File: src/rtl/key_pkg.sv
// Shared types and constants for the key counter: debounce states, count
// width and key index assignments.
package key_pkg;

   localparam int unsigned COUNT_W  = 10;
   localparam int unsigned NUM_KEYS = 3;

   // Key indices into KEY[]
   localparam int unsigned INC = 0;
   localparam int unsigned DEC = 1;
   localparam int unsigned CLR = 2;

   typedef enum logic [1:0] {
      RELEASED     = 2'd0,
      PRESS_WAIT   = 2'd1,
      PRESSED      = 2'd2,
      RELEASE_WAIT = 2'd3
   } deb_state_e;

   // Bits needed to hold a counter running 0..n-1 (never less than 1)
   function automatic int unsigned cnt_width(input int unsigned n);
      return (n < 2) ? 1 : $clog2(n);
   endfunction

endpackage

File: src/rtl/key_counter_if.sv
// Link between the counter top and one key debouncer: the raw active-low
// key level goes in, a single-cycle press pulse comes out.
interface key_counter_if;

   logic key_n;   // raw, unsynchronized, active-low key level
   logic press;   // one-cycle pulse per accepted press or repeat

   modport master (input key_n, output press);
   modport slave  (output key_n, input press);

endinterface

File: src/rtl/key_debounce.sv
// One pushbutton: 2-flop synchronizer, four-state debounce FSM with a
// stability counter, registered press pulse.
// Optional auto-repeat is built only when KEY_COUNTER_AUTOREPEAT_EN is defined.
module key_debounce
   import key_pkg::*;
#(
   parameter int unsigned DEBOUNCE_CYCLES = 1000000,
   parameter int unsigned REPEAT_DELAY    = 25000000,
   parameter int unsigned REPEAT_PERIOD   = 5000000,
   parameter bit          REPEAT_EN       = 1'b0
) (
   input  logic          clk_i,
   input  logic          rst_n_i,
   key_counter_if.master bus
);

   localparam int unsigned    DW      = cnt_width(DEBOUNCE_CYCLES);
   localparam logic [DW-1:0]  DB_LAST = DW'(DEBOUNCE_CYCLES - 1);

   logic          sync1_q, sync2_q;
   deb_state_e    state_q, state_d;
   logic [DW-1:0] stab_q, stab_d;
   logic          press_q, press_d;
   logic          key_low;
   logic          stable_done;
   logic          rep_pulse;

   // Two-flop synchronizer; resets to the released (high) level
   always_ff @(posedge clk_i or negedge rst_n_i) begin
      if (!rst_n_i) begin
         sync1_q <= 1'b1;
         sync2_q <= 1'b1;
      end else begin
         sync1_q <= bus.key_n;
         sync2_q <= sync1_q;
      end
   end

   assign key_low     = ~sync2_q;
   assign stable_done = (stab_q == DB_LAST);

   // State register plus stability counter and press pulse
   always_ff @(posedge clk_i or negedge rst_n_i) begin
      if (!rst_n_i) begin
         state_q <= RELEASED;
         stab_q  <= '0;
         press_q <= 1'b0;
      end else begin
         state_q <= state_d;
         stab_q  <= stab_d;
         press_q <= press_d;
      end
   end

   // Next-state: a level is accepted only after an unbroken run of samples
   always_comb begin
      state_d = state_q;
      case (state_q)
         RELEASED: begin
            if (key_low) state_d = PRESS_WAIT;
         end
         PRESS_WAIT: begin
            if (!key_low)         state_d = RELEASED;
            else if (stable_done) state_d = PRESSED;
         end
         PRESSED: begin
            if (!key_low) state_d = RELEASE_WAIT;
         end
         RELEASE_WAIT: begin
            if (key_low)          state_d = PRESSED;
            else if (stable_done) state_d = RELEASED;
         end
         default: state_d = RELEASED;
      endcase
   end

   // Outputs: stability counter runs only while waiting in place
   always_comb begin
      stab_d  = '0;
      press_d = 1'b0;
      if ((state_q == PRESS_WAIT || state_q == RELEASE_WAIT) && (state_d == state_q)) begin
         stab_d = stab_q + DW'(1);
      end
      if (state_q == PRESS_WAIT && state_d == PRESSED) begin
         press_d = 1'b1;
      end
      if (rep_pulse) begin
         press_d = 1'b1;
      end
   end

   assign bus.press = press_q;

`ifdef KEY_COUNTER_AUTOREPEAT_EN
   localparam int unsigned   RMAX        = (REPEAT_DELAY > REPEAT_PERIOD) ? REPEAT_DELAY : REPEAT_PERIOD;
   localparam int unsigned   RW          = cnt_width(RMAX);
   localparam logic [RW-1:0] DELAY_LAST  = RW'(REPEAT_DELAY - 1);
   localparam logic [RW-1:0] PERIOD_LAST = RW'(REPEAT_PERIOD - 1);

   logic [RW-1:0] rpt_q, rpt_d;
   logic          rpt_arm_q, rpt_arm_d;

   // Repeat timer: zero on every entry to PRESSED, first the delay then the period
   always_comb begin
      rpt_d     = '0;
      rpt_arm_d = 1'b0;
      rep_pulse = 1'b0;
      if (REPEAT_EN && state_q == PRESSED && state_d == PRESSED) begin
         if (rpt_q == (rpt_arm_q ? PERIOD_LAST : DELAY_LAST)) begin
            rep_pulse = 1'b1;
            rpt_arm_d = 1'b1;
         end else begin
            rpt_d     = rpt_q + RW'(1);
            rpt_arm_d = rpt_arm_q;
         end
      end
   end

   // Repeat timer registers
   always_ff @(posedge clk_i or negedge rst_n_i) begin
      if (!rst_n_i) begin
         rpt_q     <= '0;
         rpt_arm_q <= 1'b0;
      end else begin
         rpt_q     <= rpt_d;
         rpt_arm_q <= rpt_arm_d;
      end
   end
`else
   // Repeat timing has no function in this build
   logic unused_rpt_cfg;
   assign unused_rpt_cfg = ^{REPEAT_DELAY, REPEAT_PERIOD, REPEAT_EN};
   assign rep_pulse      = 1'b0;
`endif

endmodule

File: src/rtl/key_counter.sv
// Three debounced pushbuttons driving a 10-bit up/down/clear counter shown
// on LEDR. Same-cycle pulses resolve as clear > increment > decrement.
// Auto-repeat on increment/decrement: define KEY_COUNTER_AUTOREPEAT_EN.
module key_counter
   import key_pkg::*;
#(
   parameter int unsigned DEBOUNCE_CYCLES = 1000000,
   parameter int unsigned REPEAT_DELAY    = 25000000,
   parameter int unsigned REPEAT_PERIOD   = 5000000
) (
   input  logic                CLOCK_50,
   input  logic                RESET_N,
   input  logic [NUM_KEYS-1:0] KEY,
   output logic [COUNT_W-1:0]  LEDR
);

   logic [NUM_KEYS-1:0] press;
   logic [COUNT_W-1:0]  count_q, count_d;

   for (genvar g = 0; g < int'(NUM_KEYS); g++) begin : g_key
      key_counter_if kif ();

      assign kif.key_n = KEY[g];
      assign press[g]  = kif.press;

      key_debounce #(
         .DEBOUNCE_CYCLES (DEBOUNCE_CYCLES),
         .REPEAT_DELAY    (REPEAT_DELAY),
         .REPEAT_PERIOD   (REPEAT_PERIOD),
         .REPEAT_EN       (g != int'(CLR))
      ) u_deb (
         .clk_i   (CLOCK_50),
         .rst_n_i (RESET_N),
         .bus     (kif.master)
      );
   end

   // Priority resolution; lower-priority pulses in the same cycle are dropped
   always_comb begin
      count_d = count_q;
      if (press[CLR])      count_d = '0;
      else if (press[INC]) count_d = count_q + COUNT_W'(1);
      else if (press[DEC]) count_d = count_q - COUNT_W'(1);
   end

   // Count register
   always_ff @(posedge CLOCK_50 or negedge RESET_N) begin
      if (!RESET_N) count_q <= '0;
      else          count_q <= count_d;
   end

   assign LEDR = count_q;

endmodule

File: config.mk
export PLATFORM = sky130hd
export DESIGN_NAME = key_counter
export DESIGN_NICKNAME = d
export VERILOG_FILES = /design/src/rtl/key_pkg.sv /design/src/rtl/key_counter_if.sv /design/src/rtl/key_debounce.sv /design/src/rtl/key_counter.sv
export SDC_FILE = /design/constraint.sdc
export NUM_CORES = 1
export LEC_CHECK = 0
export CAP_MARGIN = 20
export CELL_PAD_IN_SITES_DETAIL_PLACEMENT = 1
export CELL_PAD_IN_SITES_GLOBAL_PLACEMENT = 1
export CORE_MARGIN = 10
export CORE_UTILIZATION = 42
export DETAILED_ROUTE_END_ITERATION = 16
export PLACE_DENSITY_LB_ADDON = 0.25
export SLEW_MARGIN = 20
export SYNTH_ARGS = -nofsm -noshare
export SYNTH_HDL_FRONTEND = slang
export SYNTH_SLANG_ARGS = --single-unit
export TNS_END_PERCENT = 5
File: constraint.sdc
create_clock -name CLOCK_50 -period 4.7 [get_ports CLOCK_50]
set_input_delay 0.705 -clock CLOCK_50 [delete_from_list [all_inputs] [get_ports CLOCK_50]]
set_output_delay 0.705 -clock CLOCK_50 [all_outputs]
set_load 0.01 [all_outputs]
==> flow_metrics.tcl, run 1 <==
set metrics [dict create \
    status "completed" \
    grt_pass1_vias 3283 \
    critPathMaxFanout 9 \
    num_io_pins 15 \
    io_buffers 14 \
    max-cap-violations 0 \
    end_kind "flip-flop" \
    synth_area_leaders "dfrtp_1, xnor2_1, nor2_1" \
    cts-htree-levels 3 \
    mostFrequentLayoutCell "dfrtp_1" \
    cts_tree "built" \
    cp.required_ns 4.95 \
    p_leak_nw 1.90 \
    synth_cell_types 44 \
    grt_antenna_before_repair 0 \
    drt_iter0_markers 125 \
    grt_usage 0.126 \
    cp.arrival_ns 2.61 \
    finalHoldViolations 0 \
    hold_buffers 0 \
    finalPower_w 0.00133 \
    clk_pin_slew_ns 0.09 \
    avgSynthCellArea_um2 10.1 \
    die-area_mm2 0.0144 \
    dr_total_vias 2992 \
    synth_warnings 0 \
    dr.pass1.iters 4 \
    diodes 0 \
    postSynthCellCount 417 \
    grt_overflow 0 \
    ys_seq_area_frac 0.508 \
    start_kind "flip-flop" \
    tns_ns 0 \
    cts_buffers 9 \
    hp-class "reg2reg" \
    syn-cell-area_mm2 0.00420 \
    rows 36 \
    grt_pass1_wl_um 15300 \
    postRouteAntennaNets 0 \
    layout.nets 453 \
    max_freq_mhz 423 \
    synth_top_area_cell "dfrtp_1" \
    power_density_mw_per_mm2 283 \
    final_layout_size_suffix_gt1_frac 0.0703 \
    fin_skew_ns 0.0137 \
    maxSlewHeadroom 0.453 \
    dieWidth_um 120 \
    die_y_um 120 \
    cts_sinks 85 \
    hpwlAfterDp_um 5870 \
    min_period_ns 2.37 \
    wl_um 8330 \
    ir_drop_uv 163 \
    synthFlopType "dfrtp_1" \
    synth_fp_nets 434 \
    slew_violations 0 \
    post_drt_via_cell_ratio 5.21 \
    start_util 0.430 \
    area_delta_synth_final_pct 11.5 \
    rsz0062_at_grt "no" \
    clock_tree.buffer_depth 2 \
    coreArea_mm2 0.00977 \
    critical_path_class "reg2reg" \
    drc 0 \
    insertion_delay_ns 0.35 \
    period_share 0.503 \
    gp_congestion 0.776 \
    grt_max_degree 52 \
    ctsResizeCount 0 \
    synthArstFlopShare 1.00 \
    wl_per_cell_um 14.5 \
    finalSetupViolCount 0 \
    root_buffer "clkbuf_8" \
    worst_pin_slew_ns 0.818 \
    layout_common_cells "dfrtp_1, nor2_1, xnor2_1" \
    cts_setup_buffers 0 \
    synth_top_area_frac 0.470 \
    ys_ff_latch 85 \
    synth_edf_count 0 \
]
==> layer usage <==
layer / global-route usage / wire length (µm) / vias up
met5: 0 / 0 / -
met4: 0.0452 / 112 / 0
met3: 0.0253 / 184 / 12
met2: 0.213 / 4020 / 18
met1: 0.156 / 4020 / 1508
li1: - / - / 1454
==> cell type report <==
cell class | instances | area [µm²]
fillers | 1104 | 5080
flip-flops and latches | 85 | 2130
multi-input cells | 306 | 1960
clock buffers | 13 | 169
well taps | 133 | 166
repair buffers | 16 | 153
inverters | 18 | 67.6
clock inverters | 3 | 42.5
==> synthesized netlist by cell type, drive strengths merged (6+ instances only) <==
| library cell | n |
|---|---|
| and4 | 6 |
| dfrtp | 79 |
| dfstp | 6 |
| ha | 11 |
| inv | 18 |
| nand2 | 24 |
| nand3 | 24 |
| nand4 | 14 |
| nor2 | 76 |
| nor2b | 7 |
| nor3 | 18 |
| nor4 | 8 |
| xnor2 | 40 |
| xor2 | 21 |
==> cell families after synthesis <==
family / synth area share
fa+ha+maj: 0.0375
mux: 0.00714
compound gates: 0.0438
xor+xnor: 0.127
flops: 0.508
buf+inv: 0.0268
simple gates: 0.250
==> worst paths after layout <==
kind,slack (ns),start,depth (start not counted),to
max in group asynchronous,3.43,RESET_N,2,g_key[0].u_deb.state_q[1]$_DFF_PN0_
max reg2reg,2.33,g_key[0].u_deb.bus.press$_DFF_PN0_,7,LEDR[6]$_DFFE_PN0P_
max,2.33,g_key[0].u_deb.bus.press$_DFF_PN0_,7,LEDR[6]$_DFFE_PN0P_
min,0.36,g_key[1].u_deb.sync1_q$_DFF_PN1_,0,g_key[1].u_deb.sync2_q$_DFF_PN1_
min reg2reg,0.36,g_key[1].u_deb.sync1_q$_DFF_PN1_,0,g_key[1].u_deb.sync2_q$_DFF_PN1_
min in group asynchronous,0.37,RESET_N,1,g_key[2].u_deb.stab_q[7]$_DFF_PN0_
==> sequential cells by signal, indices dropped and copies added (netlist names) <==
| register | count |
|---|---|
| LEDR | 10 |
| g_key.u_deb.state_q | 6 |
| g_key.u_deb.sync1_q | 3 |
| g_key.u_deb.stab_q | 60 |
| g_key.u_deb.bus.press | 3 |
| g_key.u_deb.sync2_q | 3 |
==> worst max-delay path, stage by stage (launching register included) <==
cell	delay [ns]
dfrtp_1	0.46
inv_1	0.29
ha_1	0.33
nor2b_1	0.16
o31a_1	0.27
o21a_1	0.19
or3_1	0.31
a32o_1	0.25
==> through the flow <==
stage	hold WS [ns]	instances	util	instance area [µm²]	setup WS, ns
after floorplan	0.345	417	-	4200	2.57
after global placement	0.347	558	0.458	4480	2.42
after detailed placement	0.349	558	0.458	4480	2.34
after CTS	0.360	574	0.480	4690	2.33
after global routing	0.367	574	0.480	4690	2.17
final	0.359	574	0.480	4690	2.33
==> where the power goes <==
part | switching, W | internal (W)
Combinational | 0.0000252 | 0.00000716
Sequential | 0.00000477 | 0.000739
Clock | 0.000263 | 0.000289
Power figures use the tool's default switching activity.
==> run 2, diff against run 1 <==
Clock period 4.7 ns to 1.9 ns, I/O delays scaled along.
==> run 2 against run 1 <==
The flow now finishes with violations (negative setup slack); via count is 4.5% higher; critical path depth stayed put; clock skew grew 0.00090 ns; critical path type unchanged; highest routed layer unchanged.
==> flow_metrics.tcl, run 2 (synthesis gave the netlist of run 1 again) <==
set metrics [dict create \
    wl_um 9270 \
    cts_sinks 85 \
    tns_ns -0.323 \
    rsz0062_at_grt "yes" \
    finalSetupViolCount 3 \
    start_kind "flip-flop" \
    p_seq_frac 0.537 \
    postRouteAntennaNets 0 \
    p_leak_nw 2.09 \
    rows 36 \
    layout.nets 479 \
    grt_pass1_wl_um 16300 \
    mostFrequentLayoutCell "dfrtp_1" \
    worst_slack_ns -0.151 \
    largest_reg_flops 60 \
    rr_worst_depth 7 \
    end_kind "flip-flop" \
    maxSlewHeadroom 0.730 \
    clock_tree.buffer_depth 2 \
    gp_congestion 0.787 \
    cp.required_ns 2.15 \
    hp-class "in2reg" \
    swShare 0.218 \
    top_register "g_key.u_deb.stab_q" \
    cts-htree-levels 3 \
    layout_common_cells "dfrtp_1, nor2_1, xnor2_1" \
    num_io_pins 15 \
    period_share 1.08 \
    final_layout_size_suffix_gt1_frac 0.165 \
    grt_antenna_before_repair 0 \
    holdPathEnd "g_key[1].u_deb.sync1_q$_DFF_PN1_" \
    grt_max_degree 31 \
    grt_pass1_vias 3452 \
    grt_usage 0.135 \
    r2r_setup_slack_ns -0.15 \
    coreArea_mm2 0.00977 \
    hold_start "KEY[1]" \
    max-cap-violations 0 \
    drt_iter0_markers 155 \
    internal_power_w 0.00268 \
    post_drt_via_cell_ratio 5.21 \
    hpwlAfterDp_um 6410 \
    power_frac_comb 0.029 \
    finalPower_w 0.00342 \
    slew_violations 0 \
    diodes 0 \
    p_switching_w 0.000745 \
    critPathMaxFanout 5 \
    finalHoldViolations 0 \
    die_y_um 120 \
    area_delta_synth_final_pct 21.4 \
    wl_per_cell_um 15.5 \
    power_density_mw_per_mm2 671 \
    die-area_mm2 0.0144 \
    dr.pass1.iters 4 \
    max_freq_mhz 487 \
    critical_path_class "reg2reg" \
    cp.arrival_ns 2.30 \
    start_util 0.430 \
    nFillCells 1088 \
    worst_pin_slew_ns 0.405 \
    drc 0 \
    clk_pin_slew_ns 0.09 \
    regToRegStartpoint "g_key[0].u_deb.bus.press$_DFF_PN0_" \
    cts_tree "built" \
    r2r_end "LEDR[6]$_DFFE_PN0P_" \
    min_period_ns 2.05 \
    insertion_delay_ns 0.36 \
    violations "negative setup slack" \
    cts_buffers 9 \
    dieWidth_um 120 \
    dr_total_vias 3127 \
    root_buffer "clkbuf_8" \
    clkPwrFrac 0.433 \
    fin_skew_ns 0.0146 \
    io_buffers 14 \
    status "complete, but fails checks" \
    ir_drop_uv 436 \
    hold_depth 1 \
    cp-startpoint "g_key[0].u_deb.bus.press$_DFF_PN0_" \
    grt_overflow 0 \
]
run 2: cell types whose count changed in the layout (fill, tap and decap cells not counted), moves of 3 or more:
cell,before,now
buf_12,0,3
buf_4,3,25
ha_1,11,7
nor4_1,6,3
run 2: layout make-up:
type	instances	area [µm²]	area share
Sequential cell	85	2130	0.418
Multi-Input combinational cell	306	2110	0.414
Timing Repair Buffer	42	388	0.0760
Tap cell	133	166	0.0326
Clock buffer	11	151	0.0297
Clock inverter	5	82.6	0.0162
Inverter	18	67.6	0.0132
run 2: stage by stage:
| step | std cells | area [µm²] | setup slack, ns | utilization | hold WS, ns |
|---|---|---|---|---|---|
| 2_1_floorplan | 417 | 4220 | -0.0953 | - | -0.0106 |
| 3_3_place_gp | 579 | 4690 | -0.0639 | 0.479 | 0.244 |
| 3_5_place_dp | 579 | 4690 | -0.169 | 0.479 | 0.250 |
| 4_1_cts | 597 | 4970 | -0.0860 | 0.508 | 0.310 |
| 5_1_grt | 600 | 5100 | -0.218 | 0.522 | 0.308 |
| 6_report | 600 | 5100 | -0.151 | 0.522 | 0.329 |
run 2: metal layers:
layer,track usage,up-vias,part of all wire
met3,0.0305,8,0.026
met4,0.0385,0,0.0085
met5,0,-,0
met2,0.238,32,0.52
met1,0.161,1578,0.45
li1,-,1509,-
run 2: power groups by stage:
stage / Clock (W) / Sequential [W] / Combinational, W
3_5_place_dp: 0 / 0.00188 / 0.000104
5_1_grt: 0.00161 / 0.00184 / 0.000117
3_3_place_gp: 0 / 0.00187 / 0.000100
2_1_floorplan: 0 / 0.00187 / 0.0000348
6_report: 0.00148 / 0.00184 / 0.000100
4_1_cts: 0.00154 / 0.00184 / 0.000107
run 2: worst max-delay path, cell delays in order, from the launching register on:
cell     delay (ns)
dfrtp_1        0.43
inv_2          0.13
ha_4           0.22
nor2b_4        0.12
o31a_1         0.29
o21a_1         0.19
or3_1          0.31
a32o_1         0.25
run 2: worst max path at each step:
stage / end
floorplan: LEDR[6]$_DFFE_PN0P_
global placement: LEDR[8]$_DFFE_PN0P_
detailed placement: LEDR[8]$_DFFE_PN0P_
CTS: LEDR[8]$_DFFE_PN0P_
global route: LEDR[6]$_DFFE_PN0P_
finish: LEDR[6]$_DFFE_PN0P_
run 2: timing repair:
action	in CTS	in global routing
setup buffers	1	3
pin swaps	2	4
endpoints found under the setup margin	4	70
gates resized for setup	7	19
hold endpoints to repair	26	0
hold buffers	1	0
==> run 3, diff against run 2 <==
Settings changed: SETUP_SLACK_MARGIN set to 0.5.
==> run 3 against run 2 <==
The flow still finishes with violations (negative setup slack); utilization rose by 9.1 points; register-to-register slack barely moved; final area rose by 17%; routed wire length rose by 24%; highest routed layer unchanged; clock skew fell by 0.0067 ns; cell count rose by 3.5%; non-clock buffer count rose by 21; largest power group unchanged; worst hold slack got worse by 0.015 ns; sequential power barely moved; setup slack improved by 0.011 ns; clock power fell by 3%.
==> flow_metrics.tcl, run 3 (synthesis gave the netlist of run 1 again) <==
set metrics [dict create \
    postRouteAntennaNets 0 \
    num_io_pins 15 \
    dieWidth_um 120 \
    io_buffers 14 \
    top_register "g_key.u_deb.stab_q" \
    cts_tree "built" \
    dp_slack_ns -0.157 \
    grt_antenna_before_repair 0 \
    wl_um 11500 \
    period_share 1.07 \
    finalSetupViolCount 4 \
    p_leak_nw 2.36 \
    insertion_delay_ns 0.37 \
    die-area_mm2 0.0144 \
    cp_slowest_cell "dfrtp_2" \
    root_buffer "clkbuf_8" \
    grt_pass1_wl_um 18900 \
    path_cells "inv_4, ha_4, nor2b_4, o31a_1, o2111ai_2, a2111oi_2, or3b_1" \
    nFillCells 1012 \
    power_density_mw_per_mm2 577 \
    hp-class "in2reg" \
    dr_total_vias 3321 \
    grt_usage 0.161 \
    coreArea_mm2 0.00977 \
    grt_overflow 0 \
    end_kind "flip-flop" \
    diodes 0 \
    mostFrequentLayoutCell "dfrtp_1" \
    worst_slack_ns -0.140 \
    max-cap-violations 0 \
    start_util 0.430 \
    clk_pin_slew_ns 0.09 \
    cts_sinks 85 \
    grt_max_degree 35 \
    violations "negative setup slack" \
    hpwlAfterDp_um 6570 \
    gp_congestion 0.829 \
    area_delta_synth_final_pct 42.5 \
    slew_violations 0 \
    layout.nets 500 \
    tns_ns -0.313 \
    worst_pin_slew_ns 0.506 \
    die_y_um 120 \
    post_drt_via_cell_ratio 5.35 \
    largest_reg_flops 60 \
    ir_drop_uv 523 \
    rows 36 \
    drc 0 \
    drt_iter0_markers 178 \
    critical-path-max-stage-delay_ns 0.45 \
    layout_common_cells "dfrtp_1, nor2_4, buf_4" \
    cp.arrival_ns 2.29 \
    critPathMaxFanout 5 \
    dr.pass1.iters 4 \
    min_period_ns 2.04 \
    cts_buffers 9 \
    max_freq_mhz 490 \
    wl_per_cell_um 18.5 \
    cts-htree-levels 3 \
    start_kind "flip-flop" \
    status "complete, but fails checks" \
    cp.required_ns 2.15 \
    grt_pass1_vias 3766 \
    maxSlewHeadroom 0.662 \
    final_layout_size_suffix_gt1_frac 0.426 \
    clock_tree.buffer_depth 2 \
    critical_path_class "reg2reg" \
    fin_skew_ns 0.00791 \
    finalHoldViolations 0 \
    rsz0062_at_grt "yes" \
    r2r_setup_slack_ns -0.14 \
]
run 3: cell count changes in the layout (fill, tap and decap cells not counted), moves of 7 or more:
cell,before,now
nor2_1,74,22
nor2_4,0,45
nor3_1,16,7
nor2_2,2,9
dfrtp_1,79,67
buf_4,25,39
dfrtp_2,0,12
clkdlybuf4s50_1,13,3
nand3_1,23,16
run 3: per-layer routing:
metal | track usage | share of wire | vias up
li1 | - | - | 1552
met1 | 0.191 | 0.42 | 1709
met2 | 0.283 | 0.53 | 38
met3 | 0.0352 | 0.027 | 22
met4 | 0.0505 | 0.023 | 0
met5 | 0 | 0 | -
run 3: power by group:
| group | internal [W] | switching (W) |
|---|---|---|
| Sequential | 0.00183 | 0.0000175 |
| Combinational | 0.0000683 | 0.000110 |
| Clock | 0.000746 | 0.000687 |
run 3: stage by stage:
stage	cell area [µm²]	total power [W]	cells	util	hold slack (ns)
floorplan	4250	0.00191	417	-	-0.0106
global placement	4740	0.00198	580	0.485	0.269
detailed placement	4740	0.00198	580	0.485	0.267
CTS	5720	0.00348	609	0.585	0.297
global route	5990	0.00360	621	0.613	0.295
finish	5990	0.00346	621	0.613	0.314
run 3: path summary, 6_finish.rpt:
check	endpoint	start	cells past startpoint
max	LEDR[8]$_DFFE_PN0P_	g_key[0].u_deb.bus.press$_DFF_PN0_	7
max reg2reg	LEDR[8]$_DFFE_PN0P_	g_key[0].u_deb.bus.press$_DFF_PN0_	7
min in group asynchronous	g_key[0].u_deb.stab_q[6]$_DFF_PN0_	RESET_N	2
max in group asynchronous	g_key[0].u_deb.stab_q[7]$_DFF_PN0_	RESET_N	3
min	g_key[0].u_deb.sync1_q$_DFF_PN1_	KEY[0]	1
min reg2reg	g_key[1].u_deb.sync2_q$_DFF_PN1_	g_key[1].u_deb.sync1_q$_DFF_PN1_	0
run 3: layout make-up:
| cell class | instances | area [µm²] | share of cell area |
|---|---|---|---|
| multi-input cells | 306 | 2800 | 0.467 |
| flip-flops and latches | 85 | 2150 | 0.359 |
| repair buffers | 63 | 593 | 0.0990 |
| well taps | 133 | 166 | 0.0278 |
| clock buffers | 11 | 131 | 0.0219 |
| clock inverters | 5 | 85.1 | 0.0142 |
| inverters | 18 | 70.1 | 0.0117 |
run 3: critical path, delay by kind of cell (launching register included):
| family | cells | cell delay [ns] |
|---|---|---|
| and+or+nand+nor | 2 | 0.48 |
| buffers and inverters | 1 | 0.11 |
| adders and majority gates | 1 | 0.21 |
| AOI/OAI and AO/OA | 3 | 0.65 |
| DFF | 1 | 0.45 |
run 3: repair_timing:
item	4_1_cts	5_1_grt
endpoints found under the hold margin	25	0
setup endpoints to repair	87	81
buffers inserted	10	12
resized for setup	185	34
hold buffers	1	0
pin swaps	100	77
gates cloned	2	0
